<file path="src/rtl/axis_pkg.sv">
// Shared defaults and the beat layout for the AXI-Stream FIFO.
package axis_pkg;

  localparam int DATA_W_DEF = 32;
  localparam int DEPTH_DEF  = 16;

  // One stored beat. The RAM word is laid out as {tlast, tdata} to match this struct.
  typedef struct packed {
    logic                  tlast;
    logic [DATA_W_DEF-1:0] tdata;
  } axis_beat_t;

endpackage

</file>
<file path="src/rtl/axis_fifo_ram.sv">
// Storage array for the FIFO: synchronous write, asynchronous read.
module axis_fifo_ram #(
  parameter int WIDTH = 33,
  parameter int DEPTH = 16,
  parameter int AW    = $clog2(DEPTH)
) (
  input  logic             clk_i,
  input  logic             we_i,
  input  logic [AW-1:0]    waddr_i,
  input  logic [WIDTH-1:0] wdata_i,
  input  logic [AW-1:0]    raddr_i,
  output logic [WIDTH-1:0] rdata_o
);

  logic [WIDTH-1:0] mem_q [DEPTH];

  // Write the addressed word on an accepted beat.
  // NOTE: the array has no reset; the FIFO pointers decide which words are valid, and a reset would block RAM inference.
  always_ff @(posedge clk_i) begin
    if (we_i) begin
      mem_q[waddr_i] <= wdata_i;
    end
  end

  assign rdata_o = mem_q[raddr_i];

endmodule

</file>
<file path="src/rtl/axis_fifo.sv">
// First-word-fall-through AXI-Stream FIFO with beat level and packet count.
module axis_fifo
  import axis_pkg::*;
#(
  parameter int DATA_W = DATA_W_DEF,
  parameter int DEPTH  = DEPTH_DEF
) (
  input  logic                     aclk,
  input  logic                     aresetn,
  input  logic [DATA_W-1:0]        s_axis_tdata,
  input  logic                     s_axis_tvalid,
  input  logic                     s_axis_tlast,
  output logic                     s_axis_tready,
  output logic [DATA_W-1:0]        m_axis_tdata,
  output logic                     m_axis_tvalid,
  output logic                     m_axis_tlast,
  input  logic                     m_axis_tready,
  output logic [$clog2(DEPTH):0]   level,
  output logic [$clog2(DEPTH):0]   pkt_cnt
);

  localparam int AW = $clog2(DEPTH);
  localparam int PW = AW + 1;
  localparam int BW = DATA_W + 1;

  // Pointers carry one extra wrap bit so full and empty differ only in the MSB.
  logic [PW-1:0] wr_ptr_q, wr_ptr_d;
  logic [PW-1:0] rd_ptr_q, rd_ptr_d;
  logic [PW-1:0] pkt_cnt_q, pkt_cnt_d;
  // Holds s_axis_tready low from reset until the first clock edge after release.
  logic          rst_done_q;

  logic          full;
  logic          empty;
  logic          wr_en;
  logic          rd_en;
  logic [BW-1:0] rd_word;

  assign empty = (wr_ptr_q == rd_ptr_q);
  assign full  = (wr_ptr_q[AW] != rd_ptr_q[AW]) &&
                 (wr_ptr_q[AW-1:0] == rd_ptr_q[AW-1:0]);

  // Ready depends only on registered state, never on m_axis_tready, so a pop
  // while full cannot admit a push in the same cycle.
  assign s_axis_tready = rst_done_q & ~full;
  assign m_axis_tvalid = ~empty;

  assign wr_en = s_axis_tvalid & s_axis_tready;
  assign rd_en = m_axis_tvalid & m_axis_tready;

  // Output data is forced to zero while empty so stale RAM contents never show.
  assign m_axis_tdata = m_axis_tvalid ? rd_word[DATA_W-1:0] : '0;
  assign m_axis_tlast = m_axis_tvalid & rd_word[DATA_W];

  assign level   = wr_ptr_q - rd_ptr_q;
  assign pkt_cnt = pkt_cnt_q;

  axis_fifo_ram #(
    .WIDTH (BW),
    .DEPTH (DEPTH),
    .AW    (AW)
  ) u_ram (
    .clk_i   (aclk),
    .we_i    (wr_en),
    .waddr_i (wr_ptr_q[AW-1:0]),
    .wdata_i ({s_axis_tlast, s_axis_tdata}),
    .raddr_i (rd_ptr_q[AW-1:0]),
    .rdata_o (rd_word)
  );

  // Next-state for pointers and the stored-packet count.
  // NOTE: every output gets a default first so no path leaves it unassigned and no latch is inferred.
  always_comb begin
    wr_ptr_d  = wr_ptr_q;
    rd_ptr_d  = rd_ptr_q;
    pkt_cnt_d = pkt_cnt_q;
    if (wr_en) begin
      wr_ptr_d = wr_ptr_q + PW'(1);
    end
    if (rd_en) begin
      rd_ptr_d = rd_ptr_q + PW'(1);
    end
    case ({wr_en & s_axis_tlast, rd_en & m_axis_tlast})
      2'b10:   pkt_cnt_d = pkt_cnt_q + PW'(1);
      2'b01:   pkt_cnt_d = pkt_cnt_q - PW'(1);
      default: pkt_cnt_d = pkt_cnt_q;
    endcase
  end

  // State registers; reset discards all stored beats.
  // NOTE: sequential state uses non-blocking assignments so every register samples pre-edge values.
  always_ff @(posedge aclk or negedge aresetn) begin
    if (!aresetn) begin
      wr_ptr_q   <= '0;
      rd_ptr_q   <= '0;
      pkt_cnt_q  <= '0;
      rst_done_q <= 1'b0;
    end else begin
      wr_ptr_q   <= wr_ptr_d;
      rd_ptr_q   <= rd_ptr_d;
      pkt_cnt_q  <= pkt_cnt_d;
      rst_done_q <= 1'b1;
    end
  end

endmodule

</file>
<file path="config.mk">
export PLATFORM = sky130hd
export DESIGN_NAME = axis_fifo
export DESIGN_NICKNAME = d
export VERILOG_FILES = /design/src/rtl/axis_pkg.sv /design/src/rtl/axis_fifo_ram.sv /design/src/rtl/axis_fifo.sv
export SDC_FILE = /design/constraint.sdc
export NUM_CORES = 1
export LEC_CHECK = 0
export BUFFER_PORTS_ARGS = -buffer_cell sky130_fd_sc_hd__buf_2
export CORE_UTILIZATION = 45
export CTS_CLUSTER_DIAMETER = 150
export CTS_CLUSTER_SIZE = 14
export DETAILED_ROUTE_END_ITERATION = 10
export PLACE_DENSITY_LB_ADDON = 0.25
export SLEW_MARGIN = 5
export SYNTH_ARGS = -nofsm -noshare
export SYNTH_HDL_FRONTEND = slang
export SYNTH_SLANG_ARGS = --single-unit
</file>
<file path="constraint.sdc">
create_clock -name aclk -period 12.6 [get_ports aclk]
set_input_delay 2.52 -clock aclk [delete_from_list [all_inputs] [get_ports aclk]]
set_output_delay 2.52 -clock aclk [all_outputs]
set_load 0.02 [all_outputs]
</file>
Yosys cells after proc, flatten, opt, wreduce, memory -nomap -nowiden. Memory sizes are Yosys's and may differ from the RTL's. Cells that the tools add are included.

Flip-flop bits (word level): 16. RAM bits: 528. Input bits: 37. Output and inout port bits: 45. Word-level logic and storage cells: 29. Memories kept: 1.

$add $sub $neg: 5. Eq/ne operators: 5. Mux-type cells: 4. Bitwise gates (word level): 8. Reductions and logical operators: 2.

Memories: u_ram.mem_q (depth 16, bits a word 33, rd ports 1, clocked after Yosys merged registers in 0, wr ports 1, RTL line axis_fifo_ram.sv:15) `logic [WIDTH-1:0] mem_q [DEPTH];`.

Operators by type and width (number): 32-bit two-way mux (1); 5-bit by 1-bit adder with 5-bit output (second input constant) (3); 5-bit case mux with 2 select lines (1); 1-bit bitwise AND (6); 5-bit equality test (1); 5-bit by 1-bit subtractor with 5-bit output (second input constant) (1); 5-bit subtractor (1); 4-bit equality test (1); 2-bit by 1-bit equality test with 1-bit output (second input constant) (1); 2-bit equality test (second input constant) (1); 1-bit two-way mux (2); 1-bit NOT (2); 2-bit nonzero test (1); 1-bit logical AND (1); 1-bit != test (1).

Depth between registers and ports, before layout. Gate-level depths: netlist of the first run.

Word-level depth: 8. Depth in mapped cells: 15. Mapped depth without buffers: 12.

Hierarchy. A second synthesis of the first run with hierarchy kept.

Cells, all modules: 959. Area, all modules: 21191.6 um2.

Modules (own cells, without submodules): axis_fifo_ram (instances 1, cells each 831, area an instance 19970.4 um2, sequential area each 15855.2 um2); axis_fifo (instances 1, cells each 128, area an instance 1221.2 um2, sequential area each 400.4 um2).

Worst setup path after synthesis of the first run. No wires, ideal clock.

Path kind: input -> register. From: input s_axis_tvalid. To: memory u_ram.mem_q[7][0] (enable). Setup time: 0.464 ns. Arrival: 5.017 ns. Required time: 12.136 ns. Path slack: 7.119 ns. Stages: 2. Path buffers: 0. Cell sequence: o211ai_1 nor3_1.

Word-level cells in the longest chain between the ends: 3.

Ends and longest elaborated chain: start: declaration (RTL line axis_fifo.sv:11) `input logic s_axis_tvalid,`; 1-bit bitwise AND (RTL line axis_fifo.sv:48) `assign wr_en = s_axis_tvalid & s_axis_tready;`; 1-bit two-way mux (RTL line axis_fifo_ram.sv:20) `if (we_i) begin`; 1-bit two-way mux (not written as such) (RTL line axis_fifo_ram.sv:21) `mem_q[waddr_i] <= wdata_i;`; end: declaration (RTL line axis_fifo_ram.sv:15).

No other way between the ends.

Worst setup path after layout of the first run.
From: register rd_ptr_q[1]. To: output m_axis_tdata[1].

Word-level cells in the longest chain between the ends: 2. Elaborated cells on any way between the ends: 3. Those cells by class: 1 x eq/ne; 1 x mux; 1 x memory.

Ends and longest elaborated chain: start: declaration (RTL line axis_fifo.sv:28) `logic [PW-1:0] rd_ptr_q, rd_ptr_d;`; start signal: assignment (RTL line axis_fifo.sv:100) `rd_ptr_q <= rd_ptr_d;`; memory read 16 x 33 bit or 5-bit equality test (tied branches); 32-bit two-way mux (*) (RTL line axis_fifo.sv:52) `assign m_axis_tdata = m_axis_tvalid ? rd_word[DATA_W-1:0] : '0;`; end: declaration (RTL line axis_fifo.sv:14) `output logic [DATA_W-1:0] m_axis_tdata,`.

Mark *: on every way between the ends. The rest lies on a longest branch, timed or not.

==> impl_metrics.tcl, run 1 <==
set metrics [dict create \
    grt_max_degree 49 \
    fp-row-count 79 \
    placed_cells 1655 \
    synthFlopType "edfxtp_1" \
    slew_headroom_pct 22.77 \
    placed_area_um2 22540 \
    cts_inserted_buffers 44 \
    fmax_mhz 157.4 \
    yosys.area_share.adder_pct 0.9456 \
    die_w_um 220.3 \
    rsz0062_at_grt "no" \
    drv_cap 0 \
    nFillCells 3716 \
    io_pins 82 \
    clock_power_share_pct 23.3 \
    max_stage_delay_ns 0.88 \
    hold_buffers 0 \
    overflow 0 \
    grt_pass1_vias 10160 \
    drv_slew 0 \
    p_switching_uw 1710 \
    synth_compound_area_share_pct 2.481 \
    post_cts_buffers 0 \
    pwr-share-comb_pct 34.0 \
    ys_seq_area_share_pct 75.83 \
    antenna_left 0 \
    tritoncts "built" \
    cp.arrival_ns 3.83 \
    die-area_um2 48510 \
    synth_edf_count 528 \
    antenna_found_initial 2 \
    syn_nets 1047 \
    root_buffer "clkbuf_16" \
    setup_violations 0 \
    syn_inst 995 \
    grt_pass1_wl_mm 64.41 \
    io_buffer_count 81 \
    p_int_uw 3518 \
    async_flop_share_pct 2.941 \
    syn_area_um2 21440 \
    worst_pin_slew_ns 1.158 \
    first_pass_iters 8 \
    cp-start-kind "flop" \
    core-area_um2 46750 \
    cts_buffer_depth 3 \
    synthTopCellsByCount "edfxtp_1, mux4_2, inv_1" \
    gp_congestion 0.7654 \
    multi_input_area_um2 4687 \
    via_count 9705 \
    synth_top_area_share_pct 73.97 \
    dp_hpwl_mm 23.06 \
    netlist_top_cells_area "edfxtp_1, mux4_2, dfrtp_1" \
    seq_area_um2 16270 \
    synth.avg_cell_area_um2 21.54 \
    cp_slowest_cell "dfrtp_4" \
    synth_most_common_cell "edfxtp_1" \
    synth.mux.area_fraction_pct 15.77 \
    drc 5 \
    synth_cell_types 45 \
    synth.ff_latch_count 544 \
    area_growth_syn_to_layout_pct 10.59 \
    hold_class "reg2reg" \
    synth_xor_area_share_pct 0.6479 \
    worstPathMaxFanout 40 \
    worstSkewPairLatency_ns 0.58 \
    cts.sinks 544 \
    status "complete, but fails checks" \
    peakVddDrop_mv 0.1578 \
    fin_cells 1713 \
    swShare_pct 32.71 \
    holdWs_ns 0.5218 \
    drt_iter0_drc 731 \
    cp_cell_sequence "inv_1, ha_1, and4_1, nand2_1, nand3_2, buf_4, o221ai_1, buf_2" \
    yosys.area_share.simple_pct 1.763 \
    crit_type "reg2out" \
    cp.required_ns 10.08 \
    synth_top_family_by_area "multiplexers" \
    yosysTopAreaCell "edfxtp_1" \
    final_nets 1146 \
    period_share_pct 50.42 \
    period_minus_slack_ns 6.353 \
    violations "design-rule violations" \
    routed_wl_mm 42.36 \
    die_y_um 220.3 \
    ctsResizeCount 0 \
    seqPwrFrac_pct 42.7 \
    wl_per_cell_um 24.73 \
    postLayoutCoreUtil_pct 50.70 \
    clk_pin_slew_ns 0.07 \
    leakage_uw 0.007776 \
    setup_tns_ns 0 \
    start_util_pct 45.85 \
    final_cell_area_um2 23710 \
    skew_ns 0.02566 \
    finalHoldViolations 0 \
    powerDensity_nw_per_um2 220.5 \
    htreeDepth 2 \
    grtUsageTotal_pct 18.21 \
    vias_per_cell 5.665 \
    worstSetupEndpointType "output port" \
    drive_gt1_share_pct 32.04 \
    synth_warnings 0 \
]
==> cell type report <==
cell class                 count  area share (%)
tap                          607           3.204
timing repair buffer         100           2.312
clock buffer                  54           4.803
clock inverter                 3          0.1214
multi-input combinational    331           19.77
antenna                        1         0.01056
inverter                      73           1.156
sequential                   544           68.62
==> stage by stage <==
| stage | power (uW) | setup slack (ns) |
|---|---|---|
| floorplan | 3567 | 7.119 |
| global placement | 4077 | 6.918 |
| detailed placement | 4087 | 6.817 |
| CTS | 5304 | 6.180 |
| global route | 5495 | 5.985 |
| finish | 5228 | 6.247 |
==> worst paths after layout <==
| kind | start | to | slack (ns) | depth (start not counted) |
|---|---|---|---|---|
| setup / recovery | rd_ptr_q[1] | m_axis_tdata[1] | 6.25 | 8 |
| hold / removal | pkt_cnt[2] | pkt_cnt[2] | 0.52 | 2 |
| setup reg to reg | rd_ptr_q[1] | pkt_cnt[4] | 8.20 | 10 |
| hold reg to reg | pkt_cnt[2] | pkt_cnt[2] | 0.52 | 2 |
| max in group asynchronous | aresetn | rd_ptr_q[0] | 10.43 | 1 |
| min in group asynchronous | aresetn | rd_ptr_q[1] | 1.86 | 1 |
==> flip-flops by register name (all words and copies together) (netlist names) <==
signal	cells
pkt_cnt	5
rd_ptr_q	5
rst_done_q	1
u_ram.mem_q	528
wr_ptr_q	5
==> cell usage in the layout (no fill, tap or decap), types with 2 or more instances in the layout <==
cell type	count
edfxtp_1	528
mux4_2	131
buf_2	81
inv_1	73
nand2_1	46
clkbuf_16	44
mux2_2	34
o221ai_2	20
buf_4	19
ha_1	13
dfrtp_1	13
xnor2_1	12
o221ai_1	11
clkbuf_1	10
and2_2	7
o21ai_0	6
a21oi_1	5
nand4_1	4
and3_2	4
a21o_1	3
nor3_2	3
dfrtp_4	3
mux2i_1	2
nor2_1	2
nand3_2	2
nor3_1	2
xor2_1	2
fa_1	2
==> worst max-delay path, delay by kind of cell, from the launching register on <==
family	cells	cell delay (ns)
buffers and inverters	3	0.90
DFF	1	0.88
and+or+nand+nor	3	0.86
adders and majority gates	1	0.38
AOI/OAI and AO/OA	1	0.20
==> cell families (layout without fill, tap and decap cells) <==
family,count (synthesis),after routing
flip-flops,544,544
multiplexers,168,168
XOR/XNOR,15,15
AO/OA/AOI/OAI,53,53
other,1,2
buffers and inverters,120,230
AND/OR/NAND/NOR,79,79
adder cells (fa/ha/maj),15,15
==> power by group through the flow <==
stage	logic, uW	registers [uW]	clock network [uW]
finish	1780	2230	1220
global route	1940	2250	1310
global placement	1800	2270	0
detailed placement	1810	2280	0
CTS	1820	2240	1250
floorplan	1390	2180	0
==> metal layers <==
layer | share of wire (%) | routed length, um | global-route usage, %
met1 | 45 | 18910 | 25.77
met2 | 49 | 20940 | 29.72
met3 | 4.1 | 1726 | 2.694
met4 | 1.8 | 782 | 4.897
met5 | 0.019 | 8 | 0
Power figures use the tool's default switching activity.
==> run 2: changes to the inputs <==
- clock period: 12.6 -> 6.5 ns (I/O delays scaled with it)
==> impl_metrics.tcl, run 2 (same netlist as run 1, synthesis figures left out) <==
set metrics [dict create \
    status "complete, but fails checks" \
    violations "design-rule violations" \
    htreeDepth 2 \
    via_count 9756 \
    regMostFlops "u_ram.mem_q" \
    grtUsageTotal_pct 18.17 \
    worst_pin_slew_ns 1.004 \
    die_w_um 220.3 \
    period_share_pct 80.99 \
    cts_buffer_depth 3 \
    skew_ns 0.01191 \
    fp-row-count 79 \
    dp_hpwl_mm 21.89 \
    leakage_uw 0.007810 \
    die_y_um 220.3 \
    core-area_um2 46750 \
    hold_class "reg2reg" \
    cts.sinks 544 \
    max_stage_delay_ns 0.80 \
    drive_gt1_share_pct 32.40 \
    cts_inserted_buffers 44 \
    cp.arrival_ns 3.96 \
    start_util_pct 45.85 \
    crit_type "reg2out" \
    drc 5 \
    placed_cells 1659 \
    cp_cell_sequence "buf_4, buf_4, mux4_2, inv_1, o221ai_1, buf_2" \
    worstSkewPairLatency_ns 0.57 \
    ff2ff_path_depth 10 \
    antenna_found_initial 5 \
    multi_input_area_um2 4687 \
    peakVddDrop_mv 0.3158 \
    fmax_mhz 190.0 \
    post_cts_buffers 0 \
    io_buffer_count 81 \
    clk_pin_slew_ns 0.07 \
    grt_pass1_vias 10050 \
    drv_slew 0 \
    first_pass_iters 7 \
    setup_violations 0 \
    powerDensity_nw_per_um2 426.2 \
    pre_cts_ws_ns 1.701 \
    routed_wl_mm 42.56 \
    setup_tns_ns 0 \
    grt_pass1_wl_mm 63.76 \
    largest_reg_flops 528 \
    postLayoutCoreUtil_pct 50.81 \
    nFillCells 3699 \
    antenna_left 0 \
    cpMostUsedCell "buf_4" \
    cp.required_ns 5.20 \
    drt_iter0_drc 638 \
    layout_commonest_cell "edfxtp_1" \
    slew_headroom_pct 33.08 \
    drv_cap 0 \
    hold_buffers 0 \
    final_nets 1150 \
    die-area_um2 48510 \
    worstPathMaxFanout 42 \
    seq_area_um2 16270 \
    finalHoldViolations 0 \
    root_buffer "clkbuf_16" \
    fin_cells 1716 \
    holdWs_ns 0.5183 \
    io_pins 82 \
    most-common-layout-cells "edfxtp_1, mux4_2, buf_2" \
    min_path_cells 2 \
    grt_max_degree 133 \
    tritoncts "built" \
    gp_congestion 0.7267 \
    wl_per_cell_um 24.80 \
    vias_per_cell 5.685 \
    period_minus_slack_ns 5.264 \
    setup_slack_ns 1.236 \
    ctsResizeCount 0 \
    cp_slowest_cell "buf_4" \
    cp-start-kind "flop" \
    rsz0062_at_grt "no" \
    overflow 0 \
    worstSetupEndpointType "output port" \
    area_growth_syn_to_layout_pct 10.83 \
]
==> run 2: changes by cell type in the layout (fill, tap and decap cells not counted) <==
| cell | previous run | this run |
|---|---|---|
| buf_12 | 0 | 1 |
| buf_4 | 19 | 22 |
| clkbuf_1 | 10 | 8 |
| clkbuf_16 | 44 | 45 |
| clkinv_8 | 1 | 0 |
| inv_6 | 1 | 2 |
==> run 2: metal layers <==
metal / global-route usage, % / wire length, um / vias to the layer above / share of wire, %
met1: 24.98 / 18580 / 5264 / 44
li1: - / - / 4236 / -
met5: 0 / 53 / - / 0.12
met3: 2.955 / 1665 / 59 / 3.9
met2: 29.87 / 21430 / 189 / 50
met4: 5.678 / 831 / 8 / 2.0
==> run 2: per-stage QoR <==
| stage | area (um^2) | power (uW) |
|---|---|---|
| detailed placement | 22580 | 7915 |
| floorplan | 21440 | 6915 |
| finish | 23760 | 10130 |
| CTS | 23760 | 10290 |
| global placement | 22580 | 7894 |
| global route | 23760 | 10650 |
==> run 2: final timing paths <==
check                           slack [ns]        start          endpoint
worst max-delay path                  1.24  rd_ptr_q[0]  m_axis_tdata[31]
worst max register to register        2.56  rd_ptr_q[0]        pkt_cnt[4]
min in group asynchronous             0.65      aresetn       rd_ptr_q[3]
worst min register to register        0.52   pkt_cnt[3]        pkt_cnt[3]
worst min-delay path                  0.52   pkt_cnt[3]        pkt_cnt[3]
max in group asynchronous             5.53      aresetn       rd_ptr_q[2]
==> run 2: power breakdown <==
group	leakage, uW	total, uW	internal [uW]	switching (uW)
sequential	0.00495	4270	4080	191
clock	0.000575	2370	1240	1130
combinational	0.00229	3490	1530	1960
total	0.00781	10100	6840	3280
==> run 2: critical path, delay by kind of cell, from the launching register on <==
kind	cells	cell delay, ns
flip-flops	1	0.79
buffers and inverters	4	1.77
AO/OA/AOI/OAI	1	0.22
multiplexers	1	0.59
==> run 2: layout make-up <==
cell class / count / share of cell area (%)
antenna: 1 / 0.01053
clock inverter: 3 / 0.08953
sequential: 544 / 68.47
tap: 607 / 3.197
inverter: 73 / 1.153
timing repair buffer: 104 / 2.486
multi-input combinational: 331 / 19.73
clock buffer: 53 / 4.866
==> run 3: changes to the inputs <==
- ABC_AREA: default -> 1
- clock period: 6.5 -> 4.53 ns (I/O delays scaled with it)
==> impl_metrics.tcl, run 3 <==
set metrics [dict create \
    status "finished clean" \
    placed_cells 3034 \
    fp-row-count 84 \
    synthTopCellsByCount "nand2_1, edfxtp_1, inv_1" \
    period_minus_slack_ns 4.100 \
    worstSkewPairLatency_ns 0.58 \
    antenna_left 0 \
    synthFlopType "edfxtp_1" \
    hold_buffers 0 \
    worstPathMaxFanout 26 \
    cp_num_buf_inv 4 \
    yosys.area_share.adder_pct 0.8483 \
    wl_per_cell_um 18.46 \
    root_buffer "clkbuf_16" \
    grt_max_degree 166 \
    leakage_uw 0.01129 \
    setup_slack_ns 0.4298 \
    yosysTopAreaCell "edfxtp_1" \
    synth.mux.area_fraction_pct 0 \
    cts_buffer_depth 3 \
    cp.arrival_ns 3.19 \
    powerDensity_nw_per_um2 604.5 \
    fmax_mhz 243.9 \
    syn_nets 2386 \
    cp_cell_sequence "buf_4, nor2_4, buf_4, nand2_1, nand2_1, inv_1, a21oi_1, buf_2" \
    finalHoldViolations 0 \
    drv_slew 0 \
    layout_commonest_cell "nand2_1" \
    synth_cell_types 27 \
    drv_cap 0 \
    skew_ns 0.02027 \
    cp.required_ns 3.62 \
    overflow 0 \
    tritoncts "built" \
    largest_reg_flops 528 \
    async_flop_share_pct 2.941 \
    max_stage_delay_ns 0.56 \
    setup_violations 0 \
    dp_hpwl_mm 29.58 \
    cts_inserted_buffers 44 \
    fin_cells 3097 \
    io_pins 82 \
    drt_iter0_drc 1218 \
    drc 0 \
    nFillCells 4660 \
    htreeDepth 2 \
    rsz0062_at_grt "no" \
    peakVddDrop_mv 0.7256 \
    synth.ff_latch_count 544 \
    grt_pass1_wl_mm 87.73 \
    die-area_um2 54030 \
    setup_tns_ns 0 \
    cp_slowest_cell "dfrtp_2" \
    synth_top_family_by_area "simple AND/OR/NAND/NOR gates" \
    ys_seq_area_share_pct 68.03 \
    die_y_um 232.4 \
    ctsResizeCount 0 \
    synth.avg_cell_area_um2 10.24 \
    gp_congestion 0.7589 \
    io_buffer_count 81 \
    synth_most_common_cell "nand2_1" \
    pre_cts_ws_ns 1.100 \
    die_w_um 232.4 \
    start_util_pct 45.47 \
    period_share_pct 90.51 \
    syn_inst 2334 \
    synth_edf_count 528 \
    area_growth_syn_to_layout_pct 9.928 \
    first_pass_iters 7 \
    syn_area_um2 23900 \
    antenna_found_initial 1 \
    routed_wl_mm 57.18 \
    cp-start-kind "flop" \
    yosys.area_share.simple_pct 20.80 \
    grtUsageTotal_pct 21.59 \
    final_nets 2444 \
    clk_pin_slew_ns 0.07 \
    post_cts_buffers 0 \
    crit_family "buffers and inverters" \
    grt_pass1_vias 15050 \
    slew_headroom_pct 38.37 \
    via_count 15630 \
    vias_per_cell 5.048 \
    crit_type "reg2out" \
    regMostFlops "u_ram.mem_q" \
    synth_warnings 0 \
    synth_compound_area_share_pct 0.9268 \
    synth_top_area_share_pct 66.35 \
    drive_gt1_share_pct 8.347 \
    worst_pin_slew_ns 0.9245 \
    hold_class "in2async" \
    netlist_top_cells_area "edfxtp_1, nand2_1, inv_1" \
    synth_xor_area_share_pct 0.6179 \
    worstSetupEndpointType "output port" \
    most-common-layout-cells "nand2_1, edfxtp_1, inv_1" \
    cts.sinks 544 \
    core-area_um2 52550 \
]
-- run 3: cell count changes in the layout (fill, tap and decap cells not counted), sizes merged, moves of 6 or more --
cell    change
xnor2       -6
mux2       -34
mux4      -132
xor2        +7
nand2     +890
inv       +305
buf        +16
nor2       +19
a21oi      +31
o221ai     -31
nand3     +266
and2        -7
clkbuf      +9
-- run 3: logic make-up after synthesis --
| group | after synthesis |
|---|---|
| other cells | 1 |
| compound gates | 43 |
| flops | 544 |
| simple gates | 1226 |
| xor+xnor | 16 |
| fa+ha+maj | 15 |
| buf+inv | 489 |
-- run 3: worst paths after layout --
path | start | endpoint | slack, ns | cells past startpoint
setup reg to reg | rd_ptr_q[2] | pkt_cnt[4] | 1.10 | 15
min in group aclk | pkt_cnt[3] | pkt_cnt[3] | 0.52 | 2
hold reg to reg | pkt_cnt[3] | pkt_cnt[3] | 0.52 | 2
hold / removal | aresetn | pkt_cnt[4] | 0.24 | 1
setup / recovery | rd_ptr_q[2] | m_axis_tdata[30] | 0.43 | 8
max in group asynchronous | aresetn | rd_ptr_q[0] | 3.97 | 1
-- run 3: worst reg2reg max path: stages, from the launching register on --
cell,delay (ns)
dfrtp_2,0.56
buf_4,0.35
nor2_4,0.54
buf_4,0.34
nand2_1,0.08
nand2_1,0.06
inv_1,0.05
a21oi_1,0.17
ha_1,0.31
ha_1,0.32
nand2_1,0.11
nand2_1,0.06
a21oi_1,0.15
xor2_1,0.16
nand2_1,0.06
nand2_1,0.06
-- run 3: stage by stage --
| stage | total power (uW) | area, um^2 | utilization (%) | hold WS (ns) |
|---|---|---|---|---|
| global placement | 12440 | 25070 | 47.70 | 0.5056 |
| finish | 15880 | 26270 | 49.99 | 0.2428 |
| detailed placement | 12500 | 25070 | 47.70 | 0.5001 |
| CTS | 15990 | 26270 | 49.98 | 0.2287 |
| floorplan | 10590 | 23900 | - | 0.5337 |
| global route | 16810 | 26270 | 49.98 | 0.2582 |
-- run 3: layout make-up --
cell class / instances / area (um^2) / area share [%]
inverters: 381 / 1443 / 5.492
diodes: 1 / 2.502 / 0.009527
multi-input cells: 1301 / 5674 / 21.60
clock buffers: 62 / 1200 / 4.568
flip-flops and latches: 544 / 16260 / 61.92
well taps: 688 / 860.8 / 3.277
repair buffers: 120 / 823.3 / 3.134
-- run 3: report_power, final --
part           internal [uW]  switching, uW  leakage, uW
logic                   1850           4550      0.00576
registers               5820            158      0.00495
clock network           1820           1670     0.000581
total                   9500           6380       0.0113
-- run 3: metal layers --
| metal | global-route usage, % | share of wire (%) | wire length [um] | vias up |
|---|---|---|---|---|
| met2 | 35.04 | 47 | 26780 | 450 |
| li1 | - | - | - | 7533 |
| met1 | 29.96 | 45 | 25460 | 7559 |
| met3 | 3.529 | 6.3 | 3631 | 90 |
| met4 | 6.086 | 2.3 | 1298 | 2 |
| met5 | 0 | 0.019 | 11 | - |
